--- src/rtl/serial_adder_pkg.sv ---
// serial_adder_pkg: shared state encoding, width limit and counter sizing for serial_adder
package serial_adder_pkg;
  typedef enum logic [1:0] {
    IDLE  = 2'd0,
    SHIFT = 2'd1,
    DONE  = 2'd2
  } state_t;
  localparam int MAX_WIDTH = 32;
  function automatic int cnt_width(input int w);
    return $clog2(w + 1);
  endfunction
endpackage

--- src/rtl/serial_adder_fa_cell.sv ---
// fa_cell: combinational one-bit full adder
module fa_cell (
  input  logic x,
  input  logic y,
  input  logic ci,
  output logic s,
  output logic co
);
  assign s  = x ^ y ^ ci;
  assign co = (x & y) | (x & ci) | (y & ci);
endmodule

--- src/rtl/serial_adder.sv ---
// serial_adder: bit-serial adder, one fa_cell reused LSB-first; SERIAL_ADDER_SUBTRACT_EN adds a sub port.
module serial_adder
  import serial_adder_pkg::*;
#(
  parameter int WIDTH = 8
) (
  input  logic             clk,
  input  logic             rst_n,
  input  logic             start,
  input  logic [WIDTH-1:0] a,
  input  logic [WIDTH-1:0] b,
`ifdef SERIAL_ADDER_SUBTRACT_EN
  input  logic             sub,
`endif
  output logic             busy,
  output logic             done,
  output logic [WIDTH-1:0] sum,
  output logic             c_out
);
  localparam int CW = cnt_width(WIDTH);
  state_t state;
  logic [WIDTH-1:0] a_sr, b_sr, acc, acc_nx;
  logic [CW-1:0] cnt;
  logic carry, s, co, b_bit, cin0, accept, last;
`ifdef SERIAL_ADDER_SUBTRACT_EN
  logic sub_r;
  assign cin0  = sub;
  assign b_bit = b_sr[0] ^ sub_r;
  always_ff @(posedge clk)
    if (!rst_n) sub_r <= 1'b0;
    else if (accept) sub_r <= sub;
`else
  assign cin0  = 1'b0;
  assign b_bit = b_sr[0];
`endif
  assign busy   = state == SHIFT;
  assign done   = state == DONE;
  assign accept = start && state != SHIFT;
  assign last   = cnt == CW'(WIDTH - 1);
  assign acc_nx = WIDTH'({s, acc} >> 1);
  fa_cell u_fa (.x(a_sr[0]), .y(b_bit), .ci(carry), .s(s), .co(co));
  always_ff @(posedge clk) begin
    if (!rst_n) begin
      state <= IDLE;
      a_sr  <= '0;
      b_sr  <= '0;
      acc   <= '0;
      cnt   <= '0;
      carry <= 1'b0;
      sum   <= '0;
      c_out <= 1'b0;
    end else if (accept) begin
      state <= SHIFT;
      a_sr  <= a;
      b_sr  <= b;
      carry <= cin0;
      cnt   <= '0;
    end else if (busy) begin
      a_sr  <= a_sr >> 1;
      b_sr  <= b_sr >> 1;
      acc   <= acc_nx;
      carry <= co;
      cnt   <= cnt + 1'b1;
      if (last) begin
        sum   <= acc_nx;
        c_out <= co;
        state <= DONE;
      end
    end else begin
      state <= IDLE;
    end
  end
endmodule

--- config.mk ---
export PLATFORM = sky130hd
export DESIGN_NAME = serial_adder
export DESIGN_NICKNAME = d
export VERILOG_FILES = /design/src/rtl/serial_adder_pkg.sv /design/src/rtl/serial_adder_fa_cell.sv /design/src/rtl/serial_adder.sv
export SDC_FILE = /design/constraint.sdc
export NUM_CORES = 1
export LEC_CHECK = 0
export ABC_AREA = 1
export ABC_CLOCK_PERIOD_IN_PS = 1270
export CORE_MARGIN = 4
export CORE_UTILIZATION = 45
export DETAILED_ROUTE_END_ITERATION = 7
export GPL_TIMING_DRIVEN = 0
export PLACE_DENSITY = 0.72
export SYNTH_ARGS = -nofsm -noshare
export SYNTH_HDL_FRONTEND = slang
export SYNTH_HIERARCHICAL = 1
export SYNTH_SLANG_ARGS = --single-unit
--- constraint.sdc ---
create_clock -name clk -period 1.27 [get_ports clk]
set_clock_uncertainty 0.15 [all_clocks]
set_input_delay 0.254 -clock clk [delete_from_list [all_inputs] [get_ports clk]]
set_output_delay 0.254 -clock clk [all_outputs]
set_load 0.02 [all_outputs]
# Yosys cells after proc, flatten, opt, wreduce, memory -nomap -nowiden
# Cells that the tools add are included.
# totals
ff_bits	40
in_bits	19
output_inout_bits	11
# classes
addsub	1
n_eq_ne	5
mux	7
bitwise_logic	10
reduce_logical	6
# op_table
operator	n
8-bit two-way mux	4
4-bit by 1-bit adder with 4-bit output (second input constant)	1
4-bit by 3-bit equality test with 1-bit output (second input constant)	1
1-bit bitwise AND	3
1-bit two-way mux	3
3-bit by 1-bit inequality test with 1-bit output (second input constant)	1
1-bit inverter	3
3-bit AND reduction	1
3-bit OR reduction	1
2-bit by 1-bit equality test with 1-bit output (second input constant)	1
2-bit equality test (second input constant)	1
2-bit by 1-bit inequality test with 1-bit output (second input constant)	1
1-bit bitwise OR	2
2-bit AND reduction	1
2-bit nonzero test	1
2-bit OR reduction	1
1-bit bitwise XOR	2
1-bit logical AND	1

# Longest topological paths before layout
# logic_depth
depth_word	4
ltp_mapped	7

# Modules after synthesis
# The synthesis kept the hierarchy.
# by_module_without_submodules
module	instances	cells_per_inst	area_each_um2
serial_adder	1	226	1637.8
fa_cell	1	1	20.0

# Worst setup path before layout
# OpenSTA, ideal clock, no wires.
# synth_timing
path_type	register to register
start	register cnt[0]
end	register c_out
setup_ns	0.059
arrival_ns	1.074
required_ns	1.061
setup_slack_ns	-0.013
stages_incl_launch_ff	7
path_buffers	0
path_cell_list	dfxtp_1 > ha_1 > nand3_1 > nor2_1 > nor2_2 > nand2_1 > nand2_1
# synth_via
elab_chain_len	2
# synth_rtl
element	line	rtl
from (decl)	serial_adder.sv:23	logic [CW-1:0] cnt;
from (signal assigned)	serial_adder.sv:63	cnt <= cnt + 1'b1;
4-bit by 3-bit equality test with 1-bit output	serial_adder.sv:39	assign last = cnt == CW'(WIDTH - 1);
3-bit AND reduction (no source line)	--	
to (signal assigned)	serial_adder.sv:66	c_out <= co;
to (decl)	serial_adder.sv:18	output logic c_out
# No other way between the ends.
# A chain may end at the register's enable or synchronous reset.

# Worst setup path in the final report
# layout_timing
start	register state[0]
end	output busy
# layout_via
elab_chain_len	1
# layout_rtl
element	line	rtl
from (decl)	serial_adder.sv:21	state_t state;
from (signal assigned)	serial_adder.sv:44	state <= IDLE;
from (signal assigned)	serial_adder.sv:53	state <= SHIFT;
from (signal assigned)	serial_adder.sv:67	state <= DONE;
2-bit by 1-bit equality test with 1-bit output	serial_adder.sv:36	assign busy = state == SHIFT;
to (decl)	serial_adder.sv:15	output logic busy,
# No other way between the ends.

==> key figures <==
Route
  • DRC: 0
  • DR vias: 1551
  • Vias per cell: 4.92
  • DR pass1 iterations: 4
  • Post-route antenna net violation count: 0
  • DRT Wirelength: 3590 um
  • DR iter-0 viols: 64
  • Wire per inst: 11.4 um

Floorplanning
  • Chip width: 68.7 um
  • Core area: 3440 um^2
  • I/O pin cnt: 30
  • Core Rows: 21
  • Die Y: 68.7 um
  • Total die area: 4720 um^2
  • Initial Util: 48.2%

Logic synthesis
  • Main combinational cell family by area after synthesis: simple AND/OR/NAND/NOR gates
  • Synth Warn #: 6
  • Number of synthesized register bits: 39
  • Post-Synth Simple-Gate Area: 37.5%
  • Synth area leader: dfxtp_1
  • Top cells by area, synth: dfxtp_1 47%, nand2_1 15%, nand3_1 14%
  • Adder-cell share of the synthesized area: 1.96%
  • Library cells used by synthesis: 22
  • Xor-xnor portion of the synthesized cell area: 0.528%
  • Sequential-to-total area share from yosys stat: 47.1%
  • Avg Cell Area, Syn: 7.30 um^2
  • Synthesized net count: 248
  • Mapped cell area: 1660 um^2
  • Compound-Gate Fraction of Synth Area: 3.85%
  • Post-Syn Instances: 227
  • Synth top area share: 47.1%
  • Mux contribution to synthesized area: 0%

Worst setup path
  • Critical path class: reg -> out
  • Critical path's largest stage delay: 0.36 ns
  • CP arrival: 0.99 ns
  • FF-to-FF End: c_out$_SDFFE_PN0P_
  • Reg-to-reg slack, setup: -0.02 ns
  • CP startpoint kind: flop
  • CP Data Required Time: 0.87 ns
  • Reg2reg start: cnt[0]$_SDFFE_PP0N_
  • Worst-path cell with the longest stage delay: dfxtp_4
  • CP most frequent cell: buf_6
  • CP startpoint: state[0]$_SDFFE_PN0P_
  • Crit end category: output port
  • Crit path max fanout: 3
  • Setup crit end: busy
  • Reg2Reg Depth: 6
  • Critical path cell sequence: inv_2 -> nor2_4 -> buf_6 -> buf_6

Global route
  • Vias in the first global route: 1349
  • Global route overflow: 0
  • Antenna violations before repair: 0
  • Overall Global Routing Usage: 17.3%
  • First-pass GRT wire length: 6030 um
  • Largest net degree at the start of global routing: 15

Worst hold path
  • Worst hold-check path type: in -> reg
  • Cells on Worst Hold Path: 4

CTS
  • CTS Hold Buffers Added: 0
  • Worst-case clock buffer depth: 2
  • Clock sink count: 39
  • Root Driver: clkbuf_8
  • Clk Latency, worst-skew pair: 0.30 ns
  • Num CTS Buffers: 5
  • CTS tree: yes
  • Clk slew on worst S/H paths: 0.08 ns
  • Max H-tree Level: 2

Cells and area
  • Leading cell type in the layout, fill and taps excluded: nand2_1
  • Seq. cell area: 796 um^2
  • Final nets: 289
  • Fill count: 314
  • Final instance area: 2250 um^2
  • Most frequent cells in the layout: 66 x nand2_1, 45 x nand3_1, 33 x dfxtp_1
  • Non-Filler Instances: 315
  • Area growth from synthesis to layout: 35.5%
  • Share of post-route cells with drive strength above 1: 21.2%
  • Multi-input gate area: 779 um^2
  • # diodes: 0

Placement
  • Placed cell area: 2000 um^2
  • DP Worst Slack: -0.678 ns
  • Routability cong.: 0.831
  • Placed insts: 301
  • DP Wirelength: 2390 um
  • Number of I/O port buffers: 28

Run
  • Max-cap violations: 0

Status
  • Failing checks: negative setup slack
  • Status: finished, violations left

Timing
  • Least-Margin Pin Slew: 0.364 ns
  • Fin crit share: 110%
  • Slew HR: 75.7%
  • FMAX: 715 MHz
  • Endpoints failing setup: 8
  • Slew Limit Fails: 0
  • Hold Violations, Final: 0
  • Fin crit period: 1.40 ns
  • Post-route setup slack: -0.128 ns
  • RSZ-0062 raised after global routing: yes

Pwr
  • Clk pwr share: 39.2%
  • P_sw: 0.000680 W
  • Peak VDD IR: 0.000994 V
  • Lkg Pwr: 1.07 nW
  • PD cells: 1210 nW/um^2
  • Sequential power share: 48.0%
  • Combinational share of power: 12.8%
  • Internal: 0.00204 W
  • Sw Ratio: 25.0%
## cell usage after synthesis
library cell   n
inv_2          1
buf_6          2
ha_1           1
buf_4          2
nor3_4         1
fa_1           1
nand2_1       66
nand2_2        1
nand2_4        1
nor2_4         1
nand3_1       47
o21ai_0        7
a21oi_1        4
nor3_1         1
clkbuf_1       1
a21oi_2        1
dfxtp_1       39
xor2_1         1
buf_2          6
inv_1         20
nor2_2         1
nor2_1        22
## worst min path at each step
stage | from | to | slack [ns]
6_report | start | b_sr[7]$_SDFFE_PN0P_ | 0.24
3_3_place_gp | sum[0]$_SDFFE_PN0P_ | sum[0]$_SDFFE_PN0P_ | 0.28
2_1_floorplan | rst_n | acc[4]$_SDFFE_PN0N_ | 0.24
5_1_grt | start | cnt[3]$_SDFFE_PP0N_ | 0.26
3_5_place_dp | sum[5]$_SDFFE_PN0P_ | sum[5]$_SDFFE_PN0P_ | 0.28
4_1_cts | start | a_sr[4]$_SDFFE_PN0P_ | 0.25
## layout make-up
class / count / area share [%]
flip-flops and latches: 39 / 35.4
multi-input cells: 156 / 34.7
repair buffers: 34 / 13.7
plain buffers: 11 / 4.84
inverters: 21 / 3.62
clock buffers: 5 / 3.06
well taps: 46 / 2.56
clock inverters: 3 / 2.12
## state kept, by name (all words and copies together), names as in the netlist
name	cells
b_sr	8
cnt	4
a_sr	8
sum	8
acc	7
state	2
carry	1
c_out	1
## worst max-delay path: cells and delay by family (launching register included)
kind	cells	cell delay (ns)
and+or+nand+nor	1	0.08
DFF	1	0.36
buffers and inverters	3	0.25
## layer usage
layer  GRT usage, %  wire length [um]  up-vias
met3           5.35               209        6
met2           28.7              1630       36
li1               -                 -      801
met5              0                 0        -
met1           20.9              1700      708
met4           6.81                51        0
## kinds of logic after synthesis
| kind of cell | Yosys count |
|---|---|
| buf+inv | 32 |
| fa+ha+maj | 2 |
| simple gates | 141 |
| xor+xnor | 1 |
| compound gates | 12 |
| flops | 39 |
## what timing repair did
action / 4_1_cts / 5_1_grt
setup buffers: 6 / 0
pin swaps: 3 / 6
resized for setup: 68 / 16
setup endpoints to repair: 47 / 38
gates cloned: 0 / 1
## power groups by stage
stage / clock (W) / sequential (W) / combinational, W
after CTS: 0.00108 / 0.00131 / 0.000318
after global routing: 0.00112 / 0.00131 / 0.000387
after floorplan: 0 / 0.00133 / 0.000188
after global placement: 0 / 0.00134 / 0.000287
after detailed placement: 0 / 0.00134 / 0.000289
final: 0.00106 / 0.00131 / 0.000348
## stage by stage
| step | TNS [ns] | hold slack, ns | utilization, % | total power [W] |
|---|---|---|---|---|
| 4_1_cts | -0.393 | 0.249 | 63.2 | 0.00271 |
| 3_5_place_dp | -11.22 | 0.283 | 58.1 | 0.00163 |
| 6_report | -0.248 | 0.238 | 65.3 | 0.00272 |
| 2_1_floorplan | 0 | 0.240 | - | 0.00152 |
| 5_1_grt | -1.75 | 0.258 | 65.3 | 0.00282 |
| 3_3_place_gp | -10.62 | 0.276 | 58.1 | 0.00162 |
Note: power is estimated with default switching activity, not from simulation.
